<file path="src/rtl/hyp_result_collector.sv">
// Result sink for the batch-norm/hyperbolic accelerator: buffers {sinh,cosh} pairs
// in a show-ahead FIFO with batch tags and NaN/Inf flags, and tracks run completion.
module hyp_result_collector #(
  parameter int unsigned DEPTH  = 32,
  parameter int unsigned DATA_W = 64,
  parameter int unsigned TAG_W  = 5
) (
  input  logic                       clock,
  input  logic                       reset,
  input  logic                       in_valid,
  output logic                       in_ready,
  input  logic [DATA_W-1:0]          in_data,
  input  logic [10:0]                expected_count,
  input  logic                       clear,
  input  logic                       pop,
  output logic                       out_valid,
  output logic [DATA_W-1:0]          out_data,
  output logic [TAG_W-1:0]           out_tag,
  output logic [3:0]                 out_flags,
  output logic [$clog2(DEPTH):0]     level,
  output logic                       run_done,
  output logic                       done_pulse,
  output logic                       err_sticky
);

  localparam int unsigned AW    = $clog2(DEPTH);
  localparam int unsigned ENT_W = DATA_W + TAG_W + 4;
  localparam logic [AW:0] LVL_FULL = (AW+1)'(DEPTH);

  typedef enum logic [1:0] {S_IDLE, S_COLLECT, S_DONE} state_t;

  state_t              state_q, state_d;
  logic [AW-1:0]       wr_ptr, rd_ptr;
  logic [10:0]         rx_count, rx_d, rx_inc;
  logic [10:0]         exp_reg, exp_d;
  logic                push, pop_eff;
  logic [3:0]          in_flags;
  logic [ENT_W-1:0]    mem [DEPTH];
  logic [ENT_W-1:0]    head;

  logic [31:0] sinh_w, cosh_w;
  assign sinh_w = in_data[DATA_W-1 -: 32];
  assign cosh_w = in_data[31:0];

  assign in_flags[0] = (cosh_w[30:23] == 8'hFF) && (cosh_w[22:0] != '0);
  assign in_flags[1] = (cosh_w[30:23] == 8'hFF) && (cosh_w[22:0] == '0);
  assign in_flags[2] = (sinh_w[30:23] == 8'hFF) && (sinh_w[22:0] != '0);
  assign in_flags[3] = (sinh_w[30:23] == 8'hFF) && (sinh_w[22:0] == '0);

  assign in_ready  = !reset && (state_q != S_DONE) && (level != LVL_FULL);
  assign out_valid = (level != '0);
  assign run_done  = (state_q == S_DONE);
  assign push      = in_valid && in_ready && !clear;
  assign pop_eff   = pop && out_valid && !clear;
  assign rx_inc    = (rx_count == 11'h7FF) ? rx_count : rx_count + 11'd1;

  always_comb begin
    state_d = state_q;
    rx_d    = rx_count;
    exp_d   = exp_reg;
    case (state_q)
      S_IDLE: begin
        if (push) begin
          exp_d   = expected_count;
          rx_d    = 11'd1;
          state_d = (expected_count == 11'd1) ? S_DONE : S_COLLECT;
        end
      end
      S_COLLECT: begin
        if (push) begin
          rx_d = rx_inc;
          if ((exp_reg != '0) && (rx_inc == exp_reg)) state_d = S_DONE;
        end
      end
      S_DONE: begin
        if (level == '0) begin
          state_d = S_IDLE;
          rx_d    = '0;
        end
      end
      default: state_d = S_IDLE;
    endcase
    if (clear) begin
      state_d = S_IDLE;
      rx_d    = '0;
    end
  end

  always_ff @(posedge clock or posedge reset) begin
    if (reset) begin
      state_q    <= S_IDLE;
      rx_count   <= '0;
      exp_reg    <= '0;
      wr_ptr     <= '0;
      rd_ptr     <= '0;
      level      <= '0;
      err_sticky <= 1'b0;
      done_pulse <= 1'b0;
    end else begin
      state_q    <= state_d;
      rx_count   <= rx_d;
      exp_reg    <= exp_d;
      done_pulse <= (state_d == S_DONE) && (state_q != S_DONE);
      if (clear) begin
        wr_ptr     <= '0;
        rd_ptr     <= '0;
        level      <= '0;
        err_sticky <= 1'b0;
      end else begin
        if (push)    wr_ptr <= wr_ptr + AW'(1);
        if (pop_eff) rd_ptr <= rd_ptr + AW'(1);
        if (push && !pop_eff)      level <= level + (AW+1)'(1);
        else if (!push && pop_eff) level <= level - (AW+1)'(1);
        if (push && (in_flags != '0)) err_sticky <= 1'b1;
      end
    end
  end

  always_ff @(posedge clock) begin
    if (push) mem[wr_ptr] <= {in_flags, rx_count[TAG_W-1:0], in_data};
  end

  // Head fields are forced to zero when empty so stale storage never shows.
  assign head      = mem[rd_ptr];
  assign out_data  = out_valid ? head[DATA_W-1:0] : '0;
  assign out_tag   = out_valid ? head[DATA_W +: TAG_W] : '0;
  assign out_flags = out_valid ? head[DATA_W+TAG_W +: 4] : '0;

endmodule

</file>
<file path="config.mk">
export PLATFORM = sky130hd
export DESIGN_NAME = hyp_result_collector
export DESIGN_NICKNAME = d
export VERILOG_FILES = /design/src/rtl/hyp_result_collector.sv
export SDC_FILE = /design/constraint.sdc
export NUM_CORES = 2
export LEC_CHECK = 0
export ABC_AREA = 1
export BUFFER_PORTS_ARGS = -buffer_cell sky130_fd_sc_hd__buf_2
export CAP_MARGIN = 20
export CORE_MARGIN = 4
export CORE_UTILIZATION = 40
export CTS_CLUSTER_SIZE = 14
export DETAILED_ROUTE_END_ITERATION = 8
export PLACE_DENSITY = 0.56
export SYNTH_ARGS = -nofsm -noshare
export SYNTH_HDL_FRONTEND = slang
export SYNTH_SLANG_ARGS = --single-unit
</file>
<file path="constraint.sdc">
create_clock -name clock -period 4.52 [get_ports clock]
set_input_delay 0 -clock clock [delete_from_list [all_inputs] [get_ports clock]]
set_output_delay 0 -clock clock [all_outputs]
set_load 0.03 [all_outputs]
</file>
Word-level counts from Yosys, hierarchy flattened
Memories as Yosys holds them, arrays and structs flattened.
Cells that the tools add are included.
Widths: inputs -> output; s select.
{ "word_totals": {"register_bits": 42, "ramBits": 2336, "in_bits": 80, "out_inout_bits": 84, "memories": 1} }
{ "mem_list": {"columns": ["memory", "words", "width", "read_ports", "rd_clocked_by_memory_dff", "wr", "line_no", "rtl"], "rows": [
  ["mem", 32, 73, 1, 0, 1, "38", "logic [ENT_W-1:0] mem [DEPTH];"]
]} }
{ "classes": {"n_addsub": 5, "n_eq_ne": 13, "n_mux": 27, "n_reduce_logical": 35} }
{ "op_table": {"columns": ["operator", "count"], "rows": [
  ["$mux 64", 1],
  ["$mux 11", 5],
  ["$logic_not 23->1", 2],
  ["$reduce_bool 23->1", 2],
  ["$pmux 11 s3", 1],
  ["$mux 5", 5],
  ["$mux 6", 3],
  ["$eq 8x8->1 const B", 2],
  ["$logic_and 1x1->1", 15],
  ["$mux 2", 6],
  ["$add 11x1->11 const B", 1],
  ["$eq 11x1->1 const B", 1],
  ["$eq 11x11->1", 1],
  ["$eq 11x11->1 const B", 1],
  ["$reduce_bool 11->1", 1],
  ["$add 5x1->5 const B", 2],
  ["$reduce_bool 4->1", 2],
  ["$add 6x1->6 const B", 1],
  ["$logic_not 6->1", 1],
  ["$ne 3x3->1 const B", 2],
  ["$ne 6x6->1 const B", 1],
  ["$pmux 2 s3", 1],
  ["$reduce_bool 2->1", 3],
  ["$reduce_bool 6->1", 1],
  ["12 further kinds", 19]
]} }

Depth between registers and ports, before layout
{ "depth": {"ltp_word": 10, "depth_mapped": 19, "depth_no_buf": 19} }

Worst setup path after synthesis
OpenSTA, ideal clock, no wires.
{ "synth_path": {"path_type": "register to register", "from": "register state_q[0]", "to": "memory mem[0][0] in the netlist's numbering (enable)", "setup_time_ps": 505, "arrival_time_ps": 4636, "setup_slack_ps": -621, "path_stages_with_launch": 8, "path_cell_list": "dfrtp_1 -> inv_1 -> ha_1 -> nor2_1 -> nand4_1 -> inv_2 -> nand2_1 -> nor2_1"} }
{ "synth_between": {"elab_chain_cells": 7} }
{ "synth_rtl": {"columns": ["item", "line_no", "rtl"], "rows": [
  ["from (decl)", "32", "state_t state_q, state_d;"],
  ["from (signal assigned)", "100", "state_q <= state_d;"],
  ["$ne 2x2->1", "50", "assign in_ready = !reset && (state_q != S_DONE) && (level != LVL_FULL);"],
  ["$logic_and 1x1->1 (2 in series)", "50", null],
  ["$logic_and 1x1->1 (2 in series)", "53", "assign push = in_valid && in_ready && !clear;"],
  ["$mux 1", "120", "if (push) mem[wr_ptr] <= {in_flags, rx_count[TAG_W-1:0], in_data};"],
  ["$mux 1 (implied by the code)", "120", null],
  ["to (decl)", "38", null]
]} }
Every way passes these cells.

Final worst setup path
{ "layout_path": {"from": "register rd_ptr[0]", "to": "output out_data[51]"} }
{ "layout_between": {"elab_chain_cells": 2} }
{ "layout_rtl": {"columns": ["item", "line_no", "rtl"], "rows": [
  ["from (decl)", "33", "logic [AW-1:0] wr_ptr, rd_ptr;"],
  ["from (signal assigned)", "111", "if (pop_eff) rd_ptr <= rd_ptr + AW'(1);"],
  ["$mem_v2 32x73", null, null],
  ["$mux 64", "125", "assign out_data = out_valid ? head[DATA_W-1:0] : '0;"],
  ["to (decl)", "17", "output logic [DATA_W-1:0] out_data,"]
]} }
Every way passes these cells.

==> impl_results.md <==
* WHS at 0.07730 ns
* Placed cell areas at 0.09882 mm2
* Max FFs per register at 2336
* WP buf/inv at 3
* Fillcell total at 20.83k
* TritonCTS buffer count at 235
* Post-Synth XOR/XNOR Area at 0.0007339
* RSZ-0062 raised after global routing: no
* Hold Crit Depth at 2
* Largest family of logic cells by synthesized area: compound AO/OA/AOI/OAI gates
* Total congestion overflow at 0
* Clock insertion delay at the later pin of the skew report at 0.89 ns
* Synth unique cells at 47
* Final Instance Count excl. Fillers at 10.59k
* Placement row count at 177
* Crit-path max cell delay at 0.69 ns
* Endpoint class of the critical path: primary output
* Placed Instances at 10.05k
* Hpwl dp at 152.8 mm
* Via density at 5.819
* Pint at 0.03759 W
* FMAX at 230.8 MHz
* Hold Crit Endpoint: mem[9][30]$_DFFE_PP_
* Drt first pass iters at 6
* Power Dens Cells at 505.2 mW/mm2
* Simple-gate share of the synthesized area at 0.07565
* Nets at 7337
* Max Slew Vio Count at 0
* Reg-to-reg endpoint: mem[20][38]$_DFFE_PP_
* Die span in x at 492.2 um
* Mux share of post-synthesis cell area at 0
* Syn Nets at 7145
* Worst-path fanout max at 149
* Critical Path RT at 4.52 ns
* Root Buffer: clkbuf_16
* Hold_sp: in_data[30]
* Worst Skew at 0.06004 ns
* Vias in the first global route at 58.94k
* Relative slew slack at 0.3086
* Clock share of power at 0.343
* Register area at 0.07122 mm2
* First-pass GRT wire length at 418.5 mm
* Design area at 0.1070 mm2
* Antenna violations before repair at 21
* Layout cells sized above 1 at 0.1022
* PortBufs at 163
* Fin crit share at 0.9584
* R2r setup slk at 0.92 ns
* Post-CTS Setup Inserts at 0
* CTS tree: done
* Clock transition at path regs at 0.06 ns
* Min Tclk post-route at 4.332 ns
* Starting Density at 0.4024
* Hold crit path type: input pin to flop
* Iteration-0 DRC Markers at 7049
* Worst-path cell chain: inv_16, buf_12, o21ai_0, o22ai_1, o21ai_0, o22ai_1, o21ai_0, a31oi_1, buf_2
* Multi-input logic area at 0.02017 mm2
* Leak pwr at 34.21 nW
* Startpoint class of the critical path: flop
* Setup violators final at 0
* Psw at 0.01646 W
* Outcome: finished, final reports clean
* Worst-case clock buffer depth at 3
* Die ar. at 0.2422 mm2
* Seq cells post-synth at 2378
* Setup CP Type: flop to primary output
* CP Data Arrival Time at 4.33 ns
* Power, Total at 0.05405 W
* Clock Sinks at 2378
* Peak VDD IR at 437.5 uV
* Die height at 492.2 um
* Compound-Gate Fraction of Synth Area at 0.1340
* Synth-to-Final Area Change at 14.10%
* Final Hold Vio Count at 0
* Vias post-DR at 61.61k
* Sequential share of the synthesized area at 0.7594
* Pin count of the biggest net entering global routing at 154
* Final Wtd Congestion at 0.8141
* Max_cap viols at 0
* GRT Overall Usage at 0.2321
* DR DRC count at 0
* Worst r2r src: state_q[0]$_DFF_PP0_
* Mapped Avg Cell Area at 13.30 um2
* Io pins at 164
* Worst slew pin tran at 1.028 ns
* Worst path slowest cell: dfrtp_4
* Wirelength per Cell at 27.28 um
* Logic pwr share at 0.204
* Routed Antenna Nets at 0
* CTS H-tree lvls at 4
* Final Routed Wirelength at 288.8 mm
* Post-Syn Area at 0.09376 mm2
* Ys Warns at 0
* Reg2Reg Depth at 8
* Post-Synth Adder-Cell Area at 0.002082
* Total core area at 0.2330 mm2
* Switching share of power at 0.3045
* Gate Count Post-Synth at 7050
* Cell family with most CP delay: compound AO/OA/AOI/OAI gates
* Seq pwr share at 0.453
* Most Frequent Cell on Critical Path: o21ai_0
cell usage in the layout, fill, tap and decap left out, types with 13 or more instances in the layout:
cell and count:
a21oi_1 28, a31oi_1 22, buf_12 63, buf_2 163, buf_4 151, clkbuf_1 68
clkbuf_16 239, clkinv_1 61, clkinv_2 49, dfrtp_1 37, dlygate4sd3_1 92, edfxtp_1 2336
ha_1 14, inv_1 60, nand2_1 130, nand3_1 78, nor2_1 1518, nor2_4 34
nor4_1 14, o211ai_1 13, o21ai_0 1370, o21ai_1 103, o221ai_1 115, o22ai_1 563
metrics by stage:
stage | util | setup slack (ns) | TNS, ns
2_1_floorplan | - | -0.6206 | -1449.73
3_3_place_gp | 0.4242 | 1.092 | 0
3_5_place_dp | 0.4242 | 0.9927 | 0
4_1_cts | 0.4591 | 0.1426 | 0
5_1_grt | 0.4592 | 0.01583 | 0
6_report | 0.4592 | 0.1879 | 0
cell type report:
cell class | instances | area share
Tap cell | 3132 | 0.03663
Timing Repair Buffer | 469 | 0.03862
Sequential cell | 2378 | 0.6657
Multi-Input combinational cell | 4085 | 0.1885
Inverter | 73 | 0.002971
Clock inverter | 133 | 0.008877
Clock buffer | 309 | 0.05855
Antenna cell | 8 | 0.0001871
logic make-up (layout without fill, tap and decap cells):
| group | count (synthesis) | after routing |
|---|---|---|
| AOI/OAI and AO/OA | 2247 | 2247 |
| xor gates and xnor gates | 7 | 7 |
| adders and majority gates | 15 | 15 |
| buffers and inverters | 587 | 984 |
| DFF | 2378 | 2378 |
| other | 0 | 8 |
| and+or+nand+nor | 1816 | 1816 |
power groups by stage:
stage | Clock, W | Combinational (W) | Sequential, W
after floorplan | 0 | 0.00688 | 0.0249
after global placement | 0 | 0.0109 | 0.0249
after detailed placement | 0 | 0.0110 | 0.0249
after CTS | 0.0188 | 0.0111 | 0.0245
after global routing | 0.0198 | 0.0120 | 0.0245
final | 0.0185 | 0.0110 | 0.0245
worst register-to-register path, delay by kind of cell, from the launching register on:
family	cells	cell delay, ns
AND/OR/NAND/NOR	4	1.85
adder cells (fa/ha/maj)	1	0.30
flip-flops	1	0.42
buffers and inverters	3	0.68
worst max path at each step:
stage / slack, ns / from / cells past startpoint / end
2_1_floorplan: -0.62 / state_q[0]$_DFF_PP0_ / 7 / mem[0][0]$_DFFE_PP_
3_3_place_gp: 1.09 / state_q[0]$_DFF_PP0_ / 8 / mem[20][18]$_DFFE_PP_
3_5_place_dp: 0.99 / state_q[0]$_DFF_PP0_ / 8 / mem[20][18]$_DFFE_PP_
4_1_cts: 0.14 / rd_ptr[1]$_DFFE_PP0P_ / 9 / out_data[51]
5_1_grt: 0.02 / rd_ptr[0]$_DFFE_PP0P_ / 10 / out_data[42]
6_report: 0.19 / rd_ptr[0]$_DFFE_PP0P_ / 9 / out_data[51]
synth_stat cells (all sizes together):
| master | n | area, um2 |
|---|---|---|
| dfrtp | 42 | 1051 |
| nor4 | 14 | 87.58 |
| nand2 | 136 | 530.5 |
| a21oi | 28 | 140.1 |
| o221ai | 115 | 1007 |
| nor3 | 9 | 56.31 |
| o211ai | 13 | 97.59 |
| fa | 1 | 20.02 |
| or2 | 5 | 31.28 |
| a32o | 4 | 40.04 |
| o22ai | 563 | 3522 |
| and2 | 2 | 12.51 |
| nand4 | 12 | 81.33 |
| a211oi | 3 | 22.52 |
| edfxtp | 2336 | 70150 |
| nand3 | 79 | 407.9 |
| xor2 | 5 | 51.30 |
| xnor2 | 2 | 17.52 |
| o32ai | 12 | 105.1 |
| a21boi | 1 | 7.510 |
| inv | 73 | 276.5 |
| nor3b | 1 | 7.510 |
| o21ai | 1473 | 7372 |
| a31oi | 23 | 143.9 |
| ha | 14 | 175.2 |
| nor2 | 1556 | 5863 |
| clkbuf | 319 | 1197 |
| o21bai | 2 | 15.01 |
| buf | 195 | 1171 |
| a311oi | 10 | 87.58 |
| nand3b | 2 | 15.01 |
metal layers:
layer | wire [um] | share of wire | track usage
met4 | 9025 | 0.031 | 0.07100
met2 | 137100 | 0.47 | 0.3747
met5 | 13 | 0.000045 | 0
met3 | 20960 | 0.073 | 0.03419
met1 | 121700 | 0.42 | 0.3267
what timing repair did:
action | in CTS | in global routing
endpoints found under the hold margin | 2132 | 0
endpoints found under the setup margin | 0 | 1
gates resized for setup | 0 | 1
hold buffers | 92 | 0
Note: power is estimated with default switching activity, not from simulation.
